$ cat src/rtl/multicycle_ctrl_if.sv
// Control/handshake bundle between the multi-cycle sequencer and the RV32I datapath.
// The master side is the sequencer; the slave side is the datapath and memories.
interface multicycle_ctrl_if #(
    parameter int INSTRET_W = 32
);
    logic [6:0]           opcode;
    logic [2:0]           funct3;
    logic                 branch;
    logic                 imem_ready;
    logic                 dmem_ready;
    logic                 imem_req;
    logic                 ir_we;
    logic                 dmem_req;
    logic                 dmem_we;
    logic                 rf_we;
    logic [1:0]           wb_sel;
    logic                 pc_we;
    logic [1:0]           pc_sel;
    logic                 illegal;
    logic [2:0]           state;
    logic [INSTRET_W-1:0] instret;

    // Handshake: a request (imem_req/dmem_req) is held high until the matching ready
    // is seen high in the same cycle; that cycle is the transfer and the state advances.
    modport master (
        input  opcode, funct3, branch, imem_ready, dmem_ready,
        output imem_req, ir_we, dmem_req, dmem_we, rf_we, wb_sel,
               pc_we, pc_sel, illegal, state, instret
    );

    modport slave (
        output opcode, funct3, branch, imem_ready, dmem_ready,
        input  imem_req, ir_we, dmem_req, dmem_we, rf_we, wb_sel,
               pc_we, pc_sel, illegal, state, instret
    );
endinterface

$ cat src/rtl/multicycle_ctrl.sv
// Multi-cycle RV32I control sequencer: FETCH/DECODE/EXECUTE/MEM/WB with a sticky trap
// on illegal encodings and a retired-instruction counter.
module multicycle_ctrl #(
    parameter int INSTRET_W = 32
) (
    input logic               clk,
    input logic               rst_n,
    multicycle_ctrl_if.master bus
);
    typedef enum logic [2:0] {
        S_IDLE    = 3'd0,
        S_FETCH   = 3'd1,
        S_DECODE  = 3'd2,
        S_EXECUTE = 3'd3,
        S_MEM     = 3'd4,
        S_WB      = 3'd5,
        S_TRAP    = 3'd6
    } state_t;

    localparam logic [6:0] OP_R      = 7'b0110011;
    localparam logic [6:0] OP_I      = 7'b0010011;
    localparam logic [6:0] OP_LOAD   = 7'b0000011;
    localparam logic [6:0] OP_STORE  = 7'b0100011;
    localparam logic [6:0] OP_BRANCH = 7'b1100011;
    localparam logic [6:0] OP_JAL    = 7'b1101111;
    localparam logic [6:0] OP_JALR   = 7'b1100111;
    localparam logic [6:0] OP_LUI    = 7'b0110111;
    localparam logic [6:0] OP_AUIPC  = 7'b0010111;

    state_t               state_q, state_d;
    logic [INSTRET_W-1:0] instret_q;
    logic                 legal;
    logic                 retire;
    logic                 imem_req, ir_we, dmem_req, dmem_we, rf_we, pc_we;
    logic [1:0]           wb_sel, pc_sel;

    always_comb begin
        legal = 1'b0;
        case (bus.opcode)
            OP_R, OP_I, OP_JAL, OP_JALR, OP_LUI, OP_AUIPC: legal = 1'b1;
            OP_LOAD:   legal = (bus.funct3 != 3'd3) && (bus.funct3 != 3'd6) && (bus.funct3 != 3'd7);
            OP_STORE:  legal = (bus.funct3 <= 3'd2);
            OP_BRANCH: legal = (bus.funct3 != 3'd2) && (bus.funct3 != 3'd3);
            default:   legal = 1'b0;
        endcase
    end

    always_ff @(posedge clk or negedge rst_n) begin
        if (!rst_n) begin
            state_q   <= S_IDLE;
            instret_q <= '0;
        end else begin
            state_q <= state_d;
            if (retire) instret_q <= instret_q + INSTRET_W'(1);
        end
    end

    // Moore-style decode; ready/branch only qualify the transfer cycle of the current state.
    always_comb begin
        state_d  = state_q;
        retire   = 1'b0;
        imem_req = 1'b0;
        ir_we    = 1'b0;
        dmem_req = 1'b0;
        dmem_we  = 1'b0;
        rf_we    = 1'b0;
        pc_we    = 1'b0;
        wb_sel   = 2'd0;
        pc_sel   = 2'd0;
        case (state_q)
            S_IDLE: state_d = S_FETCH;
            S_FETCH: begin
                imem_req = 1'b1;
                if (bus.imem_ready) begin
                    ir_we   = 1'b1;
                    state_d = S_DECODE;
                end
            end
            S_DECODE: state_d = legal ? S_EXECUTE : S_TRAP;
            S_EXECUTE: begin
                if (bus.opcode == OP_BRANCH) begin
                    pc_we   = 1'b1;
                    pc_sel  = bus.branch ? 2'd1 : 2'd0;
                    retire  = 1'b1;
                    state_d = S_FETCH;
                end else if (bus.opcode == OP_LOAD || bus.opcode == OP_STORE) begin
                    state_d = S_MEM;
                end else begin
                    state_d = S_WB;
                end
            end
            S_MEM: begin
                dmem_req = 1'b1;
                dmem_we  = (bus.opcode == OP_STORE);
                if (bus.dmem_ready) begin
                    if (bus.opcode == OP_STORE) begin
                        pc_we   = 1'b1;
                        retire  = 1'b1;
                        state_d = S_FETCH;
                    end else begin
                        state_d = S_WB;
                    end
                end
            end
            S_WB: begin
                rf_we   = 1'b1;
                pc_we   = 1'b1;
                retire  = 1'b1;
                state_d = S_FETCH;
                case (bus.opcode)
                    OP_LOAD: wb_sel = 2'd1;
                    OP_JAL: begin
                        wb_sel = 2'd2;
                        pc_sel = 2'd1;
                    end
                    OP_JALR: begin
                        wb_sel = 2'd2;
                        pc_sel = 2'd2;
                    end
                    default: begin
                        wb_sel = 2'd0;
                        pc_sel = 2'd0;
                    end
                endcase
            end
            S_TRAP:  state_d = S_TRAP;
            default: state_d = S_IDLE;
        endcase
    end

    assign bus.imem_req = imem_req;
    assign bus.ir_we    = ir_we;
    assign bus.dmem_req = dmem_req;
    assign bus.dmem_we  = dmem_we;
    assign bus.rf_we    = rf_we;
    assign bus.wb_sel   = wb_sel;
    assign bus.pc_we    = pc_we;
    assign bus.pc_sel   = pc_sel;
    assign bus.illegal  = (state_q == S_TRAP);
    assign bus.state    = state_q;
    assign bus.instret  = instret_q;
endmodule

$ cat src/flat_wrapper.sv
// flat-port wrapper written by rule: the top's interface ports become plain ports
module multicycle_ctrl_flat 
#(
    parameter int INSTRET_W = 32
)
  (clk, rst_n, bus_opcode, bus_funct3, bus_branch, bus_imem_ready, bus_dmem_ready, bus_imem_req, bus_ir_we, bus_dmem_req, bus_dmem_we, bus_rf_we, bus_wb_sel, bus_pc_we, bus_pc_sel, bus_illegal, bus_state, bus_instret);
  multicycle_ctrl_if #(.INSTRET_W(INSTRET_W)) bus_i ();
  input logic clk;
  input logic rst_n;
  input wire logic [$bits(bus_i.opcode)-1:0] bus_opcode;
  input wire logic [$bits(bus_i.funct3)-1:0] bus_funct3;
  input wire logic [$bits(bus_i.branch)-1:0] bus_branch;
  input wire logic [$bits(bus_i.imem_ready)-1:0] bus_imem_ready;
  input wire logic [$bits(bus_i.dmem_ready)-1:0] bus_dmem_ready;
  output wire logic [$bits(bus_i.imem_req)-1:0] bus_imem_req;
  output wire logic [$bits(bus_i.ir_we)-1:0] bus_ir_we;
  output wire logic [$bits(bus_i.dmem_req)-1:0] bus_dmem_req;
  output wire logic [$bits(bus_i.dmem_we)-1:0] bus_dmem_we;
  output wire logic [$bits(bus_i.rf_we)-1:0] bus_rf_we;
  output wire logic [$bits(bus_i.wb_sel)-1:0] bus_wb_sel;
  output wire logic [$bits(bus_i.pc_we)-1:0] bus_pc_we;
  output wire logic [$bits(bus_i.pc_sel)-1:0] bus_pc_sel;
  output wire logic [$bits(bus_i.illegal)-1:0] bus_illegal;
  output wire logic [$bits(bus_i.state)-1:0] bus_state;
  output wire logic [$bits(bus_i.instret)-1:0] bus_instret;
  assign bus_i.opcode = bus_opcode;
  assign bus_i.funct3 = bus_funct3;
  assign bus_i.branch = bus_branch;
  assign bus_i.imem_ready = bus_imem_ready;
  assign bus_i.dmem_ready = bus_dmem_ready;
  assign bus_imem_req = bus_i.imem_req;
  assign bus_ir_we = bus_i.ir_we;
  assign bus_dmem_req = bus_i.dmem_req;
  assign bus_dmem_we = bus_i.dmem_we;
  assign bus_rf_we = bus_i.rf_we;
  assign bus_wb_sel = bus_i.wb_sel;
  assign bus_pc_we = bus_i.pc_we;
  assign bus_pc_sel = bus_i.pc_sel;
  assign bus_illegal = bus_i.illegal;
  assign bus_state = bus_i.state;
  assign bus_instret = bus_i.instret;
  multicycle_ctrl #(.INSTRET_W(INSTRET_W)) u_core (.clk(clk), .rst_n(rst_n), .bus(bus_i));
endmodule
$ cat config.mk
export PLATFORM = sky130hd
export DESIGN_NAME = multicycle_ctrl_flat
export DESIGN_NICKNAME = d
export VERILOG_FILES = /design/src/rtl/multicycle_ctrl_if.sv /design/src/rtl/multicycle_ctrl.sv /design/src/flat_wrapper.sv
export SDC_FILE = /design/constraint.sdc
export NUM_CORES = 1
export LEC_CHECK = 0
export BUFFER_PORTS_ARGS = -buffer_cell sky130_fd_sc_hd__buf_2
export CAP_MARGIN = 10
export CORE_ASPECT_RATIO = 0.5
export CORE_UTILIZATION = 45
export DETAILED_ROUTE_END_ITERATION = 7
export PLACE_DENSITY_LB_ADDON = 0.08
export SETUP_SLACK_MARGIN = 0.4
export SLEW_MARGIN = 20
export SYNTH_ARGS = -nofsm -noshare
export SYNTH_HDL_FRONTEND = slang
export SYNTH_SLANG_ARGS = --single-unit
$ cat constraint.sdc
create_clock -name clk -period 3.8 [get_ports clk]
set_input_delay 0.57 -clock clk [delete_from_list [all_inputs] [get_ports clk]]
set_output_delay 0.57 -clock clk [all_outputs]
set_load 0.05 [all_outputs]
After elaboration in Yosys (flattened, before gate mapping) --
Cells that the tools add are included.
Storage, ports and cells: register bits 35, latch bits 0, RAM bits 0, bits in read-only memories 0, bits of input ports 15, output and inout port bits 46, word-level logic and storage cells 58, memories kept 0
Operators by class: add/sub/neg operators 1, multiply operators 0, div/mod/pow operators 0, $lt $le $gt $ge 1, eq/ne operators 21, shift operators 0, multiplexer cells 24, bitwise logic cells 0, reduce and logical (&&, ||, !) cells 9
Operator list (count):
- adder 32 x 1 -> 32 bit, second input constant | 1
- equality test 7 x 6 -> 1 bit, second input constant | 3
- equality test 7 bit, second input constant | 3
- one-hot mux 3 bit (6 select lines) | 1
- two-way mux 3 bit | 5
- equality test 7 x 5 -> 1 bit, second input constant | 2
- one-hot mux 2 bit (2 select lines) | 3
- two-way mux 1 bit | 11
- equality test 3 bit, second input constant | 3
- equality test 7 x 2 -> 1 bit, second input constant | 1
- equality test 3 x 2 -> 1 bit, second input constant | 2
- inequality test 3 x 2 -> 1 bit, second input constant | 2
- inequality test 3 bit, second input constant | 2
- OR reduction 6 bit | 1
- two-way mux 2 bit | 2
- inequality test 2 bit, second input constant | 2
- one-hot mux 1 bit (4 select lines) | 1
- OR reduction 2 bit | 2
- equality test 3 x 1 -> 1 bit, second input constant | 1
- less-or-equal comparator 3 x 2 -> 1 bit, second input constant | 1
- logical AND 1 bit | 3
- zero test 3 bit | 1
- one-hot mux 1 bit (3 select lines) | 1
- AND reduction 2 bit | 1
- logical OR 1 bit | 1

Depth between registers and ports, before layout --
Gate-level depths: netlist of the first run.
depth in word-level cells 6, mapped depth 7

Worst setup path before layout of the first run --
OpenSTA, ideal clock, no wires.
kind reg2out, start point register u_core.state_q[0], in the netlist u_core.bus.state[0], end point output bus_pc_sel[1], arrival 3645 ps, data required time 3230 ps, setup slack -415 ps, cell stages (with the launch flop) 5, buffers on the path 0, path through dfrtp_1 -> inv_1 -> nor3_1 -> and3_1 -> nor2b_1
On the way: cells in the longest elaborated chain, start to end 2, elaborated cells on any way between the ends 3, classes of those cells 2 x eq/ne; 1 x mux
RTL lines:
- from (decl) | RTL line multicycle_ctrl.sv:30 | state_t state_q, state_d;
- from (signal assigned) | RTL line multicycle_ctrl.sv:53 | state_q <= state_d;
- equality test 3 bit or equality test 3 x 2 -> 1 bit (tied branches) | RTL line multicycle_ctrl.sv:70 | case (state_q)
- one-hot mux 2 bit (2 select lines) (*) | RTL line multicycle_ctrl.sv:70
- to (decl) | RTL line flat_wrapper.sv:22 | output wire logic [$bits(bus_i.pc_sel)-1:0] bus_pc_sel;
Every way passes the cells marked *; elsewhere a longest branch is shown, timed or not.

Final worst setup path of the first run --
start point input bus_opcode[2], end point output bus_pc_we
On the way: cells in the longest elaborated chain, start to end 4, elaborated cells on any way between the ends 6, classes of those cells 2 x eq/ne; 4 x mux
RTL lines:
- from (decl) | RTL line flat_wrapper.sv:10 | input wire logic [$bits(bus_i.opcode)-1:0] bus_opcode;
- equality test 7 x 6 -> 1 bit | RTL line multicycle_ctrl.sv:96 | if (bus.opcode == OP_STORE) begin
- two-way mux 1 bit | RTL line multicycle_ctrl.sv:96
- two-way mux 1 bit | RTL line multicycle_ctrl.sv:95 | if (bus.dmem_ready) begin
- one-hot mux 1 bit (3 select lines) (*) | RTL line multicycle_ctrl.sv:70
- to (decl) | RTL line flat_wrapper.sv:21 | output wire logic [$bits(bus_i.pc_we)-1:0] bus_pc_we;
Marks and branches as above.

==> summary.md, run 1 <==
| Metric | Value |
|---|---|
| Setup slack, reg-to-reg | 1.45 ns |
| Worst endpoint data arrival time | 2.36 ns |
| First-pass GRT wire length | 6.58 mm |
| Most common cell in the netlist | sky130_fd_sc_hd__dfrtp_1 |
| Detailed Route WL | 4.20 mm |
| Fraction of synthesis flops using an asynchronous set or reset pin | 1.00 |
| Max Slew Vio Count | 0 |
| Number of antenna violations at the first check in global routing | 0 |
| CTS H-tree depth | 2 |
| Cell type contributing the most total cell area after synthesis | sky130_fd_sc_hd__dfrtp_1 |
| Worst vdd ir | 0.000294 V |
| Die Ht | 47.7 um |
| Via count | 1638 |
| Routability congestion estimate | 0.848 |
| Met2 demand-to-capacity share in global routing | 0.350 |
| Maximum fanout along the worst path | 19 |
| Number of buffers on the longest clock path | 2 |
| Sw frac | 0.432 |
| Net switching power of the design | 0.559 mW |
| Post-Route Setup TNS | 0 ns |
| Post-placement setup slack | 0.879 ns |
| Nets@finish | 263 |
| Reg power frac | 0.364 |
| Part of the power in the clock network | 0.271 |
| Effective utilization at floorplan | 0.476 |
| GR peak layer | met2 |
| Count of flip-flops with a built-in enable after synthesis | 0 |
| DRC errors left | 0 |
| P per Cell Area | 548 mW/mm^2 |
| Cell Rows | 16 |
| Commonest register cell after synthesis | sky130_fd_sc_hd__dfrtp_1 |
| Initial DRT Pass Iterations | 4 |
| Area Overhead vs Synth | 25.7% |
| Worst-case setup margin in the final layout | 0.870 ns |
| Via count of the first global-routing pass | 1432 |
| Antenna Violating Nets Remaining | 0 |
| Post-synthesis instance total | 182 |
| Max transition margin | 0.454 |
| Number of endpoints failing setup at the final stage | 0 |
| Netlist cell types | 41 |
| Non-filler cells in the finished layout | 302 |
| Share of layout cells above drive strength 1 | 0.327 |
| Post-CTS setup-driven buffer insertion count | 0 |
| Horizontal die dimension | 93.3 um |
| Worst Path Class, Setup | input pin to output pin |
| Clock net sink count | 35 |
| Post-cts hold buffer count | 0 |
| Min Clock Period, post-route | 2.93 ns |
| Worst-case hold slack | 0.356 ns |
| Count of input and output buffers | 60 |
| Largest net degree at the start of global routing | 36 |
| # IOs | 61 |
| Met1 usage | 0.243 |
| Result of the run | finished clean |
| Worst Max-Slew Pin Slew | 0.812 ns |
| Number of cells in the design after placement | 294 |
| Post-synth top area share | 0.467 |
| Area of the mapped netlist | 0.00188 sq mm |
| Worst Path Required | 3.23 ns |
| Clock insertion delay at the later pin of the skew report | 0.29 ns |
| Met3 track demand over resource | 0.0556 |
| Synthesized area per cell | 10.3 sq um |
| Leak Pwr | 1.22 nW |
| Final hold violation count | 0 |
| Max-cap violations | 0 |
| Origin of the worst setup path | bus_opcode[2] |
| Number of cells upsized or downsized after cts | 0 |
| CTS clk-pin slew, worst paths | 0.07 ns |
| Drt first-iter violations | 61 |
| Combinational fraction of design power | 0.365 |
| Depth of the most critical reg-to-reg path | 5 |
| Hold/Removal Path Class | input pin to async pin |
| HPWL after detailed placement | 3.02 mm |
| FF-to-FF End | u_core.bus.instret[31]$_DFFE_PN0P_ |
| Max Clock Skew | 0.00328 ns |
| Max frequency | 341 MHz |
| Total design power | 1.29 mW |
| Number of buffers added by the clock tree synthesis step | 5 |
| WL/cell | 13.9 um |
| Warnings, synthesis | 0 |
| Cell Int Power | 0.733 mW |
| GRT Util Overall | 0.198 |
| RSZ-0062 raised after global routing | false |
| Critical path endpoint category | output pin |
| Final clock period utilization by the worst path | 0.771 |
| Launching element type of the critical path | input pin |
| Seq/Total Area, Yosys | 0.467 |
| Number of nets produced by synthesis | 198 |
| Overflow left after global routing | 0 |
| Full die area | 0.00445 sq mm |
| Diode count | 0 |
| CTS root buf | sky130_fd_sc_hd__clkbuf_8 |
| Clock tree from TritonCTS | built |
| R2R Path Start | u_core.bus.instret[3]$_DFFE_PN0P_ |
| Vias per cell | 5.42 |
| Area inside the core boundary | 0.00394 sq mm |
| List of most frequent post-synthesis cells | sky130_fd_sc_hd__dfrtp_1 (35), sky130_fd_sc_hd__nand2_1 (19), sky130_fd_sc_hd__xnor2_1 (17), sky130_fd_sc_hd__xor2_1 (14), sky130_fd_sc_hd__nor3_1 (12) |
| Largest cells by area after synthesis | sky130_fd_sc_hd__dfrtp_1 (47%), sky130_fd_sc_hd__xnor2_1 (7.9%), sky130_fd_sc_hd__xor2_1 (6.5%), sky130_fd_sc_hd__nand2_1 (3.8%), sky130_fd_sc_hd__nor4_4 (3.4%) |
| Number of synthesized register bits | 35 |
## worst max path at each step
| stage | end | cells after the start |
|---|---|---|
| 3_3_place_gp | bus_pc_we | 7 |
| 4_1_cts | bus_pc_we | 7 |
| 2_1_floorplan | bus_ir_we | 3 |
| 3_5_place_dp | bus_pc_we | 7 |
| 6_report | bus_pc_we | 7 |
| 5_1_grt | bus_pc_we | 7 |
## sequential cells by signal (all words and copies together), names as in the netlist
| register | count |
|---|---|
| u_core.bus.state | 3 |
| u_core.bus.instret | 32 |
## layout make-up
| class | count | area, sq um |
|---|---|---|
| clock buffer | 6 | 82.6 |
| inverter | 6 | 22.5 |
| fill | 351 | 1580 |
| clock inverter | 2 | 35.0 |
| sequential | 35 | 876 |
| multi-input combinational | 138 | 968 |
| timing repair buffer | 61 | 308 |
| tap | 54 | 67.6 |
## metrics by stage
stage,util,cell area (sq um)
3_3_place_gp,0.569,2240
4_1_cts,0.598,2360
5_1_grt,0.598,2360
6_report,0.598,2360
2_1_floorplan,-,1890
3_5_place_dp,0.569,2240
## critical path, cell delays in order
cell and delay (ns):
sky130_fd_sc_hd__buf_2 0.13, sky130_fd_sc_hd__or4b_4 0.59, sky130_fd_sc_hd__nor4_4 0.23, sky130_fd_sc_hd__nor3_2 0.07, sky130_fd_sc_hd__buf_4 0.21, sky130_fd_sc_hd__inv_2 0.23
sky130_fd_sc_hd__buf_2 0.31
## power groups by stage
stage          sequential (mW)  combinational [mW]  clock (mW)
4_1_cts                  0.470               0.475       0.358
2_1_floorplan            0.585               0.253           0
3_3_place_gp             0.476               0.466           0
5_1_grt                  0.478               0.507       0.370
6_report                 0.470               0.472       0.351
3_5_place_dp             0.477               0.474           0
## logic make-up after synthesis
logic type,after synthesis,synth area share
adder cells (fa/ha/maj),1,0.00667
AO/OA/AOI/OAI,11,0.0447
flip-flops,35,0.467
AND/OR/NAND/NOR,95,0.313
XOR/XNOR,31,0.145
buffers and inverters,9,0.0247
## cell usage in the layout, fill, tap and decap left out, types with 6 or more instances in the layout
cell,n
sky130_fd_sc_hd__nor4_1,7
sky130_fd_sc_hd__nor2_1,8
sky130_fd_sc_hd__buf_2,60
sky130_fd_sc_hd__nand2_1,19
sky130_fd_sc_hd__clkbuf_8,6
sky130_fd_sc_hd__xnor2_1,17
sky130_fd_sc_hd__nand4_1,10
sky130_fd_sc_hd__xor2_1,14
sky130_fd_sc_hd__nand3_1,11
sky130_fd_sc_hd__dfrtp_1,35
sky130_fd_sc_hd__nor3_1,11
## per-layer routing
layer  wire length [um]  up-vias
li1                   -      786
met1               1980      791
met2               1910       53
met3                270        8
met4                 46        0
met5                  0        -
Power figures use the tool's default switching activity.
==> inputs of run 2 (changes only) <==
clock period = 2.9 ns   (was 3.8 ns; I/O delays follow)
==> summary.md, run 2 (synthesis results as in run 1) <==
| Metric | Value |
|---|---|
| Result of the run | finished clean |
| Routability congestion estimate | 0.860 (+1.4%) |
| Area Overhead vs Synth | 27.5% |
| Number of endpoints failing setup at the final stage | 0 (unchanged) |
| Share of layout cells above drive strength 1 | 0.351 (+0.0240) |
| Full die area | 0.00445 sq mm (unchanged) |
| Post-CTS setup-driven buffer insertion count | 0 (unchanged) |
| Max Slew Vio Count | 0 (unchanged) |
| Die Ht | 47.7 um (unchanged) |
| Routed length on met2 | 1.73 mm (-9.2%) |
| Horizontal die dimension | 93.3 um (unchanged) |
| Worst Path Required | 2.47 ns (-0.76 ns) |
| Clock insertion delay at the later pin of the skew report | 0.29 ns (about the same) |
| Number of buffers on the longest clock path | 2 (unchanged) |
| P per Cell Area | 687 mW/mm^2 (+25%) |
| Min Clock Period, post-route | 2.36 ns |
| Cell Rows | 16 (unchanged) |
| Final clock period utilization by the worst path | 0.815 |
| Post-cts hold buffer count | 0 (unchanged) |
| Area inside the core boundary | 0.00394 sq mm (unchanged) |
| Via count of the first global-routing pass | 1379 (-3.7%) |
| Max Clock Skew | 0.00809 ns (+0.00481 ns) |
| Clock net sink count | 35 (unchanged) |
| CTS H-tree depth | 2 (unchanged) |
| CTS clk-pin slew, worst paths | 0.08 ns (about the same) |
| Fillers | 347 (-1.1%) |
| Worst vdd ir | 0.000311 V (+5.8%) |
| WL/cell | 13.2 um (-5.1%) |
| Clock tree from TritonCTS | built |
| Antenna Violating Nets Remaining | 0 (unchanged) |
| Final design utilization | 0.607 (+0.00825) |
| Number of antenna violations at the first check in global routing | 0 (unchanged) |
| Overflow left after global routing | 0 (unchanged) |
| Diode count | 0 (unchanged) |
| Vias per cell | 5.30 (-2.3%) |
| Routed length on met1 | 1.94 mm (-1.8%) |
| Worst endpoint data arrival time | 1.93 ns (-0.43 ns) |
| Launching element type of the critical path | input pin |
| Initial DRT Pass Iterations | 4 (unchanged) |
| Critical path endpoint category | output pin |
| Detailed Route WL | 4.03 mm (-4.1%) |
| Max-cap violations | 0 (unchanged) |
| Via count | 1617 (-1.3%) |
| Worst Path Class, Setup | input pin to output pin |
| Final hold violation count | 0 (unchanged) |
| Largest net degree at the start of global routing | 36 (unchanged) |
| HPWL after detailed placement | 2.94 mm (-2.5%) |
| Total design power | 1.64 mW (+27%) |
| Worst Max-Slew Pin Slew | 0.761 ns (-0.0509 ns) |
| CTS root buf | sky130_fd_sc_hd__clkbuf_8 |
| GRT Util Overall | 0.189 (-0.00922) |
| Number of buffers added by the clock tree synthesis step | 5 (unchanged) |
| # IOs | 61 (unchanged) |
| Drt first-iter violations | 66 (+8.2%) |
| First-pass GRT wire length | 6.27 mm (-4.7%) |
| Uppermost signal routing layer after detailed routing | met4 |
| Leak Pwr | 1.23 nW (+0.79%) |
| Met3 Wirelength | 321 um (+19%) |
| Most frequent cells in the layout | sky130_fd_sc_hd__buf_2 (60), sky130_fd_sc_hd__dfrtp_1 (34), sky130_fd_sc_hd__nand2_1 (19), sky130_fd_sc_hd__xnor2_1 (17), sky130_fd_sc_hd__xor2_1 (14) |
| Max frequency | 423 MHz |
| Nets@finish | 266 (+1.1%) |
| Effective utilization at floorplan | 0.476 (unchanged) |
| Post-Route Setup TNS | 0 ns (unchanged) |
| Maximum fanout along the worst path | 10 (-9) |
| RSZ-0062 raised after global routing | false |
| Max transition margin | 0.492 (+0.0381) |
| DRC errors left | 0 (unchanged) |
| Commonest non-fill, non-tap cell in the layout | sky130_fd_sc_hd__buf_2 |
| Hold/Removal Path Class | input pin to async pin |
| Number of flip-flops under the largest register name | 32 (unchanged) |
| Count of input and output buffers | 60 (unchanged) |
## run 2: cell types whose count changed in the layout (fill, tap and decap cells not counted), sizes merged
cell / previous run / this run
buf: 61 / 64
clkinvlp: 0 / 1
clkbuf: 6 / 7
bufinv: 1 / 0
clkinv: 1 / 0
## run 2: critical path, cell delays in order
cell and delay (ns):
sky130_fd_sc_hd__buf_2 0.15, sky130_fd_sc_hd__or4b_4 0.58, sky130_fd_sc_hd__nor4_4 0.28, sky130_fd_sc_hd__nor3_4 0.14, sky130_fd_sc_hd__inv_2 0.09, sky130_fd_sc_hd__buf_2 0.25
## run 2: timing repair
action / CTS / global route
endpoints found under the hold margin: 0 / 0
setup endpoints to repair: 1 / 2
gates resized for setup: 1 / 1
## run 2: layer usage
layer  up-vias  track usage
met4         0       0.0462
met3         4       0.0587
met1       757        0.260
li1        794            -
met5         -            0
met2        62        0.299
## run 2: worst paths after layout
path	cells after the start	start	slack, ns	endpoint
min in group clk	3	bus_dmem_ready	0.45	u_core.bus.state[0]$_DFFE_PN0P_
worst min register to register	1	u_core.bus.instret[31]$_DFFE_PN0P_	0.48	u_core.bus.instret[31]$_DFFE_PN0P_
max in group asynchronous	1	rst_n	2.16	u_core.bus.state[1]$_DFFE_PN0P_
worst max-delay path	6	bus_opcode[3]	0.54	bus_pc_we
worst min-delay path	1	rst_n	0.21	u_core.bus.instret[2]$_DFFE_PN0P_
worst max register to register	6	u_core.bus.state[0]$_DFFE_PN0P_	0.92	u_core.bus.instret[25]$_DFFE_PN0P_
## run 2: power by group
part,switching [mW],total (mW),internal [mW]
logic,0.475,0.631,0.156
registers,0.0792,0.618,0.539
clock network,0.178,0.394,0.216
total,0.732,1.64,0.911
## run 2: through the flow
step	instances	cell area (sq um)	hold WS (ns)	setup WS (ns)
global route	305	2390	0.274	0.428
floorplan	182	1910	0.139	0.141
global placement	297	2280	0.456	0.537
CTS	305	2390	0.248	0.490
detailed placement	297	2280	0.464	0.501
finish	305	2390	0.214	0.535
## run 2: layout make-up
class | instances | area (sq um) | share of cell area
multi-input cells | 138 | 991 | 0.414
flip-flops and latches | 35 | 877 | 0.367
repair buffers | 64 | 330 | 0.138
clock buffers | 7 | 96.3 | 0.0403
well taps | 54 | 67.6 | 0.0282
inverters | 6 | 22.5 | 0.00941
clock inverters | 1 | 7.51 | 0.00314
==> inputs of run 3 (changes only) <==
clock period = 2.05 ns   (was 2.9 ns; I/O delays follow)
==> summary.md, run 3 (synthesis results as in run 1) <==
| Metric | Value |
|---|---|
| Result of the run | finished clean |
| Routed length on met2 | 2.94 mm (+70%) |
| Routability congestion estimate | 0.894 (+3.9%) |
| Clock tree from TritonCTS | built |
| FF-to-FF End | u_core.bus.instret[28]$_DFFE_PN0P_ |
| Full die area | 0.00445 sq mm (unchanged) |
| Initial DRT Pass Iterations | 4 (unchanged) |
| Delay contributed by the slowest stage of the critical path | 0.58 ns (about the same) |
| Commonest non-fill, non-tap cell in the layout | sky130_fd_sc_hd__buf_2 |
| Final hold violation count | 0 (unchanged) |
| Via count | 1920 (+19%) |
| Number of buffers on the longest clock path | 2 (unchanged) |
| Via count of the first global-routing pass | 1596 (+16%) |
| Number of buffers added by the clock tree synthesis step | 5 (unchanged) |
| Worst Max-Slew Pin Slew | 0.764 ns (+0.00254 ns) |
| Die Ht | 47.7 um (unchanged) |
| Number of endpoints failing setup at the final stage | 0 (unchanged) |
| First-pass GRT wire length | 7.28 mm (+16%) |
| Area inside the core boundary | 0.00394 sq mm (unchanged) |
| CTS H-tree depth | 2 (unchanged) |
| Detailed Route WL | 5.84 mm (+45%) |
| Number of antenna violations at the first check in global routing | 0 (unchanged) |
| Worst vdd ir | 0.000784 V (+150%) |
| Depth of the most critical reg-to-reg path | 9 (+3) |
| P per Cell Area | 913 mW/mm^2 (+33%) |
| Drt first-iter violations | 77 (+17%) |
| GRT Util Overall | 0.224 (+0.0351) |
| Max Clock Skew | 0.00452 ns (-0.00357 ns) |
| # IOs | 61 (unchanged) |
| Max Slew Vio Count | 0 (unchanged) |
| Worst-case hold slack | 0.0805 ns (-0.133 ns) |
| Met3 Wirelength | 368 um (+15%) |
| CTS clk-pin slew, worst paths | 0.07 ns (about the same) |
| Clock insertion delay at the later pin of the skew report | 0.30 ns (about the same) |
| Diode count | 0 (unchanged) |
| Buffers plus inverters on the worst setup path | 3 (unchanged) |
| Vias per cell | 5.36 (+1.2%) |
| Number of flip-flops under the largest register name | 32 (unchanged) |
| Cell Rows | 16 (unchanged) |
| Area Overhead vs Synth | 77.6% |
| Nets@finish | 319 (+20%) |
| R2R Path Start | u_core.bus.state[2]$_DFFE_PN0P_ |
| Max frequency | 512 MHz |
| Horizontal die dimension | 93.3 um (unchanged) |
| Min Clock Period, post-route | 1.95 ns |
| WL/cell | 16.3 um (+24%) |
| Max-cap violations | 0 (unchanged) |
| Crit-path leading delay family | simple AND/OR/NAND/NOR gates |
| Largest net degree at the start of global routing | 36 (unchanged) |
| Share of layout cells above drive strength 1 | 0.628 (+0.278) |
| Worst Path Required | 1.74 ns (-0.73 ns) |
| Final clock period utilization by the worst path | 0.952 |
| Routed length on met1 | 2.48 mm (+28%) |
| Leak Pwr | 1.81 nW (+47%) |
| Max transition margin | 0.491 (-0.00169) |
| Most frequent cells in the layout | sky130_fd_sc_hd__buf_2 (47), sky130_fd_sc_hd__buf_4 (36), sky130_fd_sc_hd__buf_6 (25), sky130_fd_sc_hd__dfrtp_1 (24), sky130_fd_sc_hd__xnor2_1 (15) |
| Worst Path Class, Setup | input pin to output pin |
| Count of input and output buffers | 60 (unchanged) |
| Hold/Removal Path Class | input pin to async pin |
| Antenna Violating Nets Remaining | 0 (unchanged) |
| Post-Route Setup TNS | 0 ns (unchanged) |
| Post-cts hold buffer count | 0 (unchanged) |
| DRC errors left | 0 (unchanged) |
| Critical Path, Cell by Cell | buf_6 > or4b_4 > nor4_4 > nor3_4 > inv_2 > buf_8 |
| Setup slack, reg-to-reg | 0.18 ns (-0.74 ns) |
| CTS root buf | sky130_fd_sc_hd__clkbuf_8 |
| RSZ-0062 raised after global routing | true |
| Effective utilization at floorplan | 0.476 (unchanged) |
| Worst endpoint data arrival time | 1.64 ns (-0.29 ns) |
| Launching element type of the critical path | input pin |
| Maximum fanout along the worst path | 4 (-6) |
| Uppermost signal routing layer after detailed routing | met4 |
| Overflow left after global routing | 0 (unchanged) |
| HPWL after detailed placement | 3.20 mm (+8.8%) |
| Critical path endpoint category | output pin |
| Worst path slowest cell | sky130_fd_sc_hd__or4b_4 |
| Clock net sink count | 35 (unchanged) |
## run 3: cell type report
type	count	area [sq um]
multi-input cells	138	1340
clock buffers	7	76.3
inverters	6	25.0
fillers	212	611
clock inverters	1	5.00
repair buffers	117	932
flip-flops and latches	35	890
well taps	54	67.6
## run 3: how the worst max path moves through the flow
| stage | from | end | slack (ns) | cells after the start |
|---|---|---|---|---|
| floorplan | u_core.bus.state[0]$_DFFE_PN0P_ | bus_pc_sel[1] | -0.29 | 4 |
| global placement | bus_opcode[5] | bus_pc_we | -0.10 | 6 |
| detailed placement | bus_opcode[5] | bus_pc_we | -0.14 | 6 |
| CTS | bus_opcode[4] | bus_pc_we | 0.08 | 6 |
| global route | bus_opcode[4] | bus_dmem_we | 0.07 | 5 |
| finish | bus_opcode[4] | bus_pc_we | 0.1 | 6 |
## run 3: stage by stage
step	total power, mW	setup slack, ns	util	instance area, sq um	instances
6_report	3.04	0.0987	0.845	3330	358
5_1_grt	3.16	0.0684	0.845	3330	358
4_1_cts	2.72	0.0797	0.737	2910	334
3_5_place_dp	1.95	-0.135	0.626	2470	316
3_3_place_gp	1.93	-0.104	0.626	2470	316
2_1_floorplan	1.59	-0.294	-	1930	182
## run 3: worst reg2reg max path, cell delays in order (launching register included)
cell,delay (ns)
sky130_fd_sc_hd__dfrtp_2,0.42
sky130_fd_sc_hd__nand2b_4,0.16
sky130_fd_sc_hd__buf_6,0.12
sky130_fd_sc_hd__nor4_4,0.26
sky130_fd_sc_hd__nor3_4,0.11
sky130_fd_sc_hd__buf_4,0.15
sky130_fd_sc_hd__buf_6,0.13
sky130_fd_sc_hd__buf_4,0.14
sky130_fd_sc_hd__nor4_4,0.16
sky130_fd_sc_hd__xor2_1,0.16
## run 3: metal layers
metal  up-vias  track usage
met5         -            0
met4         0       0.0862
met3         8       0.0508
met2        65        0.391
met1       944        0.284
li1        903            -
## run 3: report_power, final
group          leakage (nW)  internal, mW  total (mW)  switching [mW]
Sequential            0.451         0.772       0.861          0.0887
Combinational          1.31         0.724        1.68           0.960
Clock                0.0422         0.239       0.499           0.260
Total                  1.81          1.73        3.04            1.31
## run 3: timing repair
action | in CTS | in global routing
endpoints found under the hold margin | 0 | 0
gates resized for setup | 62 | 58
endpoints found under the setup margin | 43 | 43
setup buffers | 10 | 23
gates cloned | 0 | 1
pin swaps | 21 | 48
